[src/rtl/spi_rx_deserializer_pkg.sv]
// rtl/spi_rx_deserializer_pkg.sv - shared SPI register map, FSM encodings and bit positions
package spi_rx_deserializer_pkg;

    localparam logic [3:0] ADDR_DATA    = 4'h0;
    localparam logic [3:0] ADDR_STATUS  = 4'h4;
    localparam logic [3:0] ADDR_CONTROL = 4'h8;
    localparam logic [3:0] ADDR_BRD     = 4'hC;

    localparam logic [1:0] ST_IDLE  = 2'b00;
    localparam logic [1:0] ST_SHIFT = 2'b01;
    localparam logic [1:0] ST_DONE  = 2'b10;

    localparam int CTRL_ENABLE_BIT   = 15;
    localparam int CTRL_CS_AUTO_BIT  = 5;
    localparam int CTRL_WORD_LEN_MSB = 4;
    localparam int CTRL_WORD_LEN_LSB = 0;

    localparam int STAT_RXFO_BIT = 0;
    localparam int STAT_RXFF_BIT = 1;
    localparam int STAT_RXFE_BIT = 2;

endpackage

[src/rtl/spi_rx_deserializer_edge_detect.sv]
// rtl/spi_rx_deserializer_edge_detect.sv - one-cycle pulse on a rising or falling level transition
module spi_rx_deserializer_edge_detect #(
    parameter bit POSITIVE_EDGE = 1'b1
) (
    input  logic clk,
    input  logic reset,
    input  logic sig_in,
    output logic pulse
);

    logic sig_q;
    logic sig_d;

    always_comb begin
        sig_d = sig_in;
    end

    always_ff @(posedge clk) begin
        if (reset) begin
            sig_q <= 1'b0;
        end else begin
            sig_q <= sig_d;
        end
    end

    assign pulse = POSITIVE_EDGE ? (~sig_q & sig_in) : (sig_q & ~sig_in);

endmodule

[src/rtl/spi_rx_deserializer.sv]
// rtl/spi_rx_deserializer.sv - samples rx on baud falls, assembles MSB-first words, holds one for the RX FIFO
module spi_rx_deserializer
    import spi_rx_deserializer_pkg::*;
#(
    parameter int M           = 32,
    parameter int SYNC_STAGES = 2
) (
    input  logic         clk,
    input  logic         reset,
    input  logic         enable,
    input  logic         baud_in,
    input  logic         frame_active,
    input  logic [4:0]   word_len,
    input  logic         rx,
    output logic [M-1:0] rx_data,
    output logic         rx_valid,
    input  logic         rx_ready,
    input  logic         ov_clear,
    output logic         ovf,
    output logic [1:0]   state_dbg
);

    logic                   fall;
    logic                   rx_s;
    logic [SYNC_STAGES-1:0] sync_q, sync_d;

    logic [1:0]   state_q, state_d;
    logic [5:0]   cnt_q, cnt_d;
    logic [4:0]   len_q, len_d;
    logic [M-1:0] shreg_q, shreg_d;

    logic [M-1:0] rx_data_q, rx_data_d;
    logic         rx_valid_q, rx_valid_d;
    logic         ovf_q, ovf_d;

    logic [5:0] cnt_inc;
    logic [5:0] len_bits;
    logic       done;

    spi_rx_deserializer_edge_detect #(
        .POSITIVE_EDGE(1'b0)
    ) u_baud_fall (
        .clk    (clk),
        .reset  (reset),
        .sig_in (baud_in),
        .pulse  (fall)
    );

    always_comb begin
        sync_d = {sync_q[SYNC_STAGES-2:0], rx};
    end

    assign rx_s = sync_q[SYNC_STAGES-1];

    always_ff @(posedge clk) begin
        if (reset) begin
            sync_q <= '0;
        end else begin
            sync_q <= sync_d;
        end
    end

    assign cnt_inc  = cnt_q + 6'd1;
    assign len_bits = {1'b0, len_q} + 6'd1;

    always_comb begin
        state_d = state_q;
        cnt_d   = cnt_q;
        len_d   = len_q;
        shreg_d = shreg_q;
        if (!enable) begin
            state_d = ST_IDLE;
            cnt_d   = '0;
            shreg_d = '0;
        end else begin
            case (state_q)
                ST_IDLE: begin
                    cnt_d   = '0;
                    shreg_d = '0;
                    if (frame_active) begin
                        state_d = ST_SHIFT;
                        len_d   = word_len;
                    end
                end
                ST_SHIFT: begin
                    // A frame ending mid-word discards the partial word outright.
                    if (!frame_active) begin
                        state_d = ST_IDLE;
                        cnt_d   = '0;
                        shreg_d = '0;
                    end else if (fall) begin
                        shreg_d = {shreg_q[M-2:0], rx_s};
                        cnt_d   = cnt_inc;
                        if (cnt_inc == len_bits) begin
                            state_d = ST_DONE;
                        end
                    end
                end
                ST_DONE: begin
                    state_d = frame_active ? ST_SHIFT : ST_IDLE;
                    cnt_d   = '0;
                    shreg_d = '0;
                end
                default: begin
                    state_d = ST_IDLE;
                    cnt_d   = '0;
                    shreg_d = '0;
                end
            endcase
        end
    end

    always_ff @(posedge clk) begin
        if (reset) begin
            state_q <= ST_IDLE;
            cnt_q   <= '0;
            len_q   <= '0;
            shreg_q <= '0;
        end else begin
            state_q <= state_d;
            cnt_q   <= cnt_d;
            len_q   <= len_d;
            shreg_q <= shreg_d;
        end
    end

    assign done = (state_q == ST_DONE);

    always_comb begin
        rx_data_d  = rx_data_q;
        rx_valid_d = rx_valid_q;
        ovf_d      = ovf_q;
        if (ov_clear) begin
            ovf_d = 1'b0;
        end
        // A word finishing while the FIFO takes the held one simply replaces it.
        if (done && (!rx_valid_q || rx_ready)) begin
            rx_data_d  = shreg_q;
            rx_valid_d = 1'b1;
        end else if (done) begin
            ovf_d = 1'b1;
        end else if (rx_valid_q && rx_ready) begin
            rx_valid_d = 1'b0;
        end
    end

    always_ff @(posedge clk) begin
        if (reset) begin
            rx_data_q  <= '0;
            rx_valid_q <= 1'b0;
            ovf_q      <= 1'b0;
        end else begin
            rx_data_q  <= rx_data_d;
            rx_valid_q <= rx_valid_d;
            ovf_q      <= ovf_d;
        end
    end

    assign rx_data   = rx_data_q;
    assign rx_valid  = rx_valid_q;
    assign ovf       = ovf_q;
    assign state_dbg = state_q;

endmodule
[config.mk]
export PLATFORM = sky130hd
export DESIGN_NAME = spi_rx_deserializer
export DESIGN_NICKNAME = d
export VERILOG_FILES = /design/src/rtl/spi_rx_deserializer_pkg.sv /design/src/rtl/spi_rx_deserializer_edge_detect.sv /design/src/rtl/spi_rx_deserializer.sv
export SDC_FILE = /design/constraint.sdc
export NUM_CORES = 1
export LEC_CHECK = 0
export CAP_MARGIN = 25
export CORE_MARGIN = 2
export CORE_UTILIZATION = 45
export CTS_BUF_LIST = sky130_fd_sc_hd__clkbuf_16
export DETAILED_ROUTE_END_ITERATION = 8
export MAX_ROUTING_LAYER = met4
export PLACE_DENSITY = 0.69
export SYNTH_ARGS = -nofsm -noshare
export SYNTH_HDL_FRONTEND = slang
export SYNTH_SLANG_ARGS = --single-unit
export TNS_END_PERCENT = 1
[constraint.sdc]
create_clock -name clk -period 3.5 [get_ports clk]
set_clock_uncertainty 0.2 [all_clocks]
set_input_delay 0.7 -clock clk [delete_from_list [all_inputs] [get_ports clk]]
set_output_delay 0.7 -clock clk [all_outputs]
set_load 0.02 [all_outputs]
==> out/metrics.cfg, run 1 <==
[sta]
rsz0062_at_grt=false
setup_viol=0
finalHoldWorstSlack_ps=242
fin_tns_setup_ps=0
fmaxAchievable_ghz=0.434
maxSlewHeadroom_pct=56.3
min_period_ps=2300
period_share_pct=65.8
finalHoldViolCount=0
report.final.slew_viol_count=0
worst_slew_pin_slew_ps=656

[detailed_routing]
antenna_left=0
drtIter0Drc=99
via_per_inst=5.00
wl_per_cell_um=12.0
drc=0
vias=2480
wl_um=5960
first_pass_iters=4

[layout]
post-route-util_pct=57.7
design_area_sq_um=3880
drive_gt1_share_pct=7.21
layout.nets=427
syn2layout_area_growth_pct=25.2
n_fill_cell=611
multi_input_area_sq_um=1340
seq_area_sq_um=1640
num_antenna_cells=0

[pwr]
ir_drop_mv=0.303
p_int_w=0.00150
combPwrFrac_pct=3.1
finalPower_w=0.00188
p_leak_nw=1.23
power_switching_w=0.000377
clockPowerShare_pct=46.6
p_per_area_nw_per_um2=485
p_sw_share_pct=20.1
p_seq_share_pct=50.2

[clocking]
cts_buffer_depth=2
cts.sinks=82
post_cts_buffers=0
cts_hold_buf=0
cts_tree=yes
clk_latency_ps=330
htreeDepth=3
path_clk_slew_ps=60
cts_buffers=9
cts-resized-gates=0
cts_root_buf=clkbuf_16

[synth]
synth_top_cell_by_area=dfxtp_1
synth_area_leaders=dfxtp_1 53%, nand2_1 16%, a21oi_1 9.4%
netlist.area_leader.share_pct=53.0
avgSynthCellArea_sq_um=8.33
synth_area_sq_um=3100
ys_ff_latch=82
synthCells=372
yosysWarningCount=0
yosysSeqAreaShare_pct=53.0
synth_nets=387
yosys.cell_types.count=26

[setup_path]
crit_path_top_delay_cell=clkdlybuf4s50_1
required_ps=2600
crit_type=flop to output port
cp.arrival_ps=1400
r2r-end=rx_data[9]
r2r_slack_ps=1640
crit_fanout=6
crit_chain=clkdlybuf4s50_1
timing.rr.start=state_dbg[1]
cp_slowest_stage_delay_ps=640
startpoint_type=flop
crit_buf_inv=1
cp-end-kind=output port
cp_top_family=buffers and inverters
r2r_cells=5
cp-startpoint=state_dbg[1]

[global_route]
grt_max_degree=45
grt_pass1_vias=2240
antenna_found_initial=0
grt_pass1_wl_um=10100
gr-usage-all-layers_pct=17.7
grt_remaining_overflow=0

[floorplan]
io_pins=49
start_util_pct=46.1
core_area_sq_um=6720
dieArea_sq_um=7570
die_y_um=87.0
rows=30
fp.dieW_um=87.0

[outcome]
status=finished, final reports clean

[place]
numPortBuffers=48
place_hpwl_um=3890
gp_congestion=0.776
placed_area_sq_um=3600

[min_path]
whs_path_depth=2
hp-start=sync_q[1]
min_path_type=flop to flop
whs_endpoint=shreg_q[0]

[flow_run]
cap_violations=0

-- power groups by stage --
stage,Clock (W),Sequential (W),Combinational (W)
global route,0.000942,0.000945,0.0000647
detailed placement,0,0.000965,0.0000593
floorplan,0,0.000965,0.0000367
finish,0.000877,0.000945,0.0000587
CTS,0.000899,0.000944,0.0000597
global placement,0,0.000965,0.0000585
-- registers in the layout, indices dropped and copies added (netlist names) --
name / flops
sync_q: 2
rx_data: 32
cnt_q: 6
state_dbg: 2
shreg_q: 32
rx_valid: 1
ovf: 1
u_baud_fall.sig_q: 1
len_q: 5
-- metrics by stage --
step / cells / setup WS (ps)
5_1_grt: 496 / 1050
2_1_floorplan: 372 / 1540
3_3_place_gp: 481 / 891
6_report: 496 / 1200
4_1_cts: 496 / 1190
3_5_place_dp: 481 / 850
-- Yosys cell counts --
cell and n:
buf_6 3, nor2b_1 8, ha_1 2, clkbuf_1 13, nand3_1 6, or3_1 2, nand2_1 136, xor2_1 6
a21oi_1 58, clkbuf_2 1, nand4_1 1, nand2b_1 3, or4b_4 1, o21ai_0 1, xnor2_1 9, o32ai_1 1
a21oi_2 10, dfxtp_1 82, buf_1 1, and4_1 1, nor4_1 1, mux2i_1 5, buf_2 6, nor3_2 1
xnor3_1 1, nor2_1 13
-- final cells by class --
| cell class | count | share of cell area (%) |
|---|---|---|
| flip-flops and latches | 82 | 42.3 |
| multi-input cells | 266 | 34.6 |
| repair buffers | 53 | 13.4 |
| clock buffers | 9 | 5.81 |
| well taps | 80 | 2.58 |
| clock inverters | 6 | 1.35 |
-- routing by layer --
metal / share of wire, % / track usage (%)
met2: 49 / 29.1
met1: 46 / 20.3
met5: 0 / -
met4: 1.5 / 5.97
met3: 3.5 / 5.69
-- logic make-up (layout without fill, tap and decap cells) --
family | Yosys count | count (layout) | synth area share, %
AO/OA/AOI/OAI | 70 | 70 | 12.6
flip-flops | 82 | 82 | 53.0
AND/OR/NAND/NOR | 173 | 173 | 23.1
multiplexers | 5 | 5 | 1.61
XOR/XNOR | 16 | 16 | 4.97
adder cells (fa/ha/maj) | 2 | 2 | 0.807
buffers and inverters | 24 | 68 | 3.92
-- layout by cell type (no fill, tap or decap), types with 2 or more instances in the layout --
cell and count:
xnor2_1 9, inv_1 3, nand2_1 136, nor2b_1 7, nand2b_1 3, xor2_1 6
or3_1 2, nor2_1 12, mux2i_1 5, a21oi_1 58, nand3_1 6, a21oi_2 10
clkdlybuf4s50_1 48, ha_1 2, dfxtp_1 82, buf_4 5, clkbuf_16 9
-- worst max path at each step --
stage                               to  slack (ps)  cells past startpoint
after CTS                 state_dbg[0]        1190                      5
final                     state_dbg[1]        1200                      1
after floorplan            shreg_q[18]        1540                      5
after detailed placement  state_dbg[0]         850                      5
after global routing        rx_data[9]        1050                      6
after global placement    state_dbg[0]         890                      5
Power figures use the tool's default switching activity.
==> run 2, diff against run 1 <==
- clock period: 3.5 -> 2.4 ns (I/O delays scaled with it)
==> run 2 against run 1 <==
Count of clock-buffer cells in the layout did not move. Largest power group is now clock. Sequential power grew 46%. Core utilization is 1.8 points higher. Sequential share of layout area fell by 1.2 points. Critical path type unchanged. Clock power up 74%. Global-route usage is 0.64 points higher. Die area did not move. Via count rose by 1.3%.
==> out/metrics.cfg, run 2 (synthesis gave the netlist of run 1 again) <==
[detailed_routing]
via_per_inst=5.03  ; +0.52%
wl_per_cell_um=12.4  ; +3.0%
wl_um=6190  ; +3.9%
antenna_left=0  ; unchanged
drtIter0Drc=117  ; +18%
drc=0  ; unchanged
vias=2513  ; +1.3%
first_pass_iters=4  ; unchanged

[setup_path]
crit_fanout=6  ; unchanged
r2r-end=state_dbg[0]
startpoint_type=flop
crit_type=flop to output port
cp-end-kind=output port
cp-startpoint=state_dbg[1]
timing.rr.start=cnt_q[0]
crit_buf_inv=1  ; unchanged
cp_slowest_stage_delay_ps=650  ; about the same
crit_path_top_delay_cell=clkdlybuf4s50_1
r2r_cells=6  ; +1
required_ps=1720  ; -880 ps
cp.arrival_ps=1400  ; about the same
r2r_slack_ps=650  ; -990 ps
cp_num_cells=1  ; unchanged
cp_top_family=buffers and inverters
crit_chain=clkdlybuf4s50_1

[floorplan]
dieArea_sq_um=7570  ; unchanged
core_area_sq_um=6720  ; unchanged
die_y_um=87.0  ; unchanged
rows=30  ; unchanged
fp.dieW_um=87.0  ; unchanged
io_pins=49  ; unchanged
start_util_pct=46.1  ; unchanged

[place]
gp_congestion=0.788  ; +1.5%
numPortBuffers=48  ; unchanged
place_hpwl_um=3970  ; +2.0%
dp_cells=485  ; +0.83%

[clocking]
cts_buffer_depth=2  ; unchanged
cts_tree=yes
htreeDepth=3  ; unchanged
post_cts_buffers=0  ; unchanged
clk_latency_ps=330  ; about the same
cts_buffers=9  ; unchanged
path_clk_slew_ps=60  ; about the same
cts_hold_buf=0  ; unchanged
cts.sinks=82  ; unchanged
cts-resized-gates=0  ; unchanged
cts_root_buf=clkbuf_16

[sta]
fmaxAchievable_ghz=0.481
period_share_pct=86.6
min_period_ps=2080
finalHoldWorstSlack_ps=236  ; -5.31 ps
finalHoldViolCount=0  ; unchanged
setup_viol=0  ; unchanged
report.final.slew_viol_count=0  ; unchanged
maxSlewHeadroom_pct=62.7  ; +6.4 points
worst_slew_pin_slew_ps=559  ; -97.0 ps
rsz0062_at_grt=false

[layout]
multi_input_area_sq_um=1340  ; unchanged
syn2layout_area_growth_pct=28.9
final_cell_mix=136 x nand2_1, 82 x dfxtp_1, 58 x a21oi_1
fin_cells=500  ; +0.81%
num_antenna_cells=0  ; unchanged
n_fill_cell=602  ; -1.5%
layout.nets=431  ; +0.94%
drive_gt1_share_pct=8.81  ; +1.6 points
mostFrequentLayoutCell=nand2_1
seq_area_sq_um=1640  ; unchanged

[min_path]
hp-start=sync_q[1]
whs_endpoint=shreg_q[0]
whs_path_depth=2  ; unchanged
min_path_type=flop to flop

[pwr]
finalPower_w=0.00300  ; +59%
p_per_area_nw_per_um2=750  ; +55%
ir_drop_mv=0.407  ; +34%
p_leak_nw=1.29  ; +4.6%

[global_route]
grt_remaining_overflow=0  ; unchanged
grt_pass1_wl_um=10700  ; +6.3%
gr-usage-all-layers_pct=18.3  ; +0.64 points
antenna_found_initial=0  ; unchanged
grt_pass1_vias=2384  ; +6.4%
grt_max_degree=45  ; unchanged

[flow_run]
cap_violations=0  ; unchanged

[outcome]
status=finished, final reports clean

## run 2: changes by cell type in the layout (fill, tap and decap cells not counted), sizes merged
| cell | delta |
|---|---|
| buf | +4 |
| bufinv | +2 |
| clkinv | +1 |
| clkinvlp | -1 |
| inv | -2 |
## run 2: how the worst max path moves through the flow
| stage | endpoint |
|---|---|
| 3_3_place_gp | rx_data[0] |
| 6_report | state_dbg[1] |
| 4_1_cts | state_dbg[0] |
| 5_1_grt | state_dbg[0] |
| 3_5_place_dp | shreg_q[12] |
| 2_1_floorplan | shreg_q[18] |
## run 2: worst min-delay path, stage by stage, from the launching register on
cell	delay, ps
dfxtp_1	290
nand2_1	50
a21oi_1	50
## run 2: layout make-up
| type | instances | share of cell area (%) |
|---|---|---|
| clock buffers | 9 | 5.64 |
| flip-flops and latches | 82 | 41.1 |
| multi-input cells | 266 | 33.6 |
| clock inverters | 6 | 2.69 |
| well taps | 80 | 2.50 |
| repair buffers | 57 | 14.5 |
## run 2: layer usage
layer  vias up  wire (um)  track usage, %
li1       1295          -               -
met1      1156       2900            23.0
met2        52       2920            28.7
met3        10        263            4.27
met4         0        107            6.96
met5         -          0               -
## run 2: metrics by stage
stage	setup WS (ps)	cell area [sq um]	TNS [ps]	utilization [%]
6_report	322	4000	0	59.5
5_1_grt	274	4000	0	59.5
4_1_cts	318	4000	0	59.5
3_5_place_dp	89.6	3660	0	54.5
3_3_place_gp	-68.4	3640	-1260	54.1
2_1_floorplan	659	3100	0	-
## run 2: power breakdown
group / internal (W) / leakage, nW / switching (W) / total, W
sequential: 0.00137 / 0.662 / 0.00000786 / 0.00138
combinational: 0.0000420 / 0.463 / 0.0000481 / 0.0000900
clock: 0.00101 / 0.167 / 0.000523 / 0.00153
total: 0.00242 / 1.29 / 0.000579 / 0.00300
==> run 3, diff against run 2 <==
- SKIP_CTS_REPAIR_TIMING: unset -> 1
==> results of run 3 <==
Final layout, timing and power as in run 2 (identical DEF).
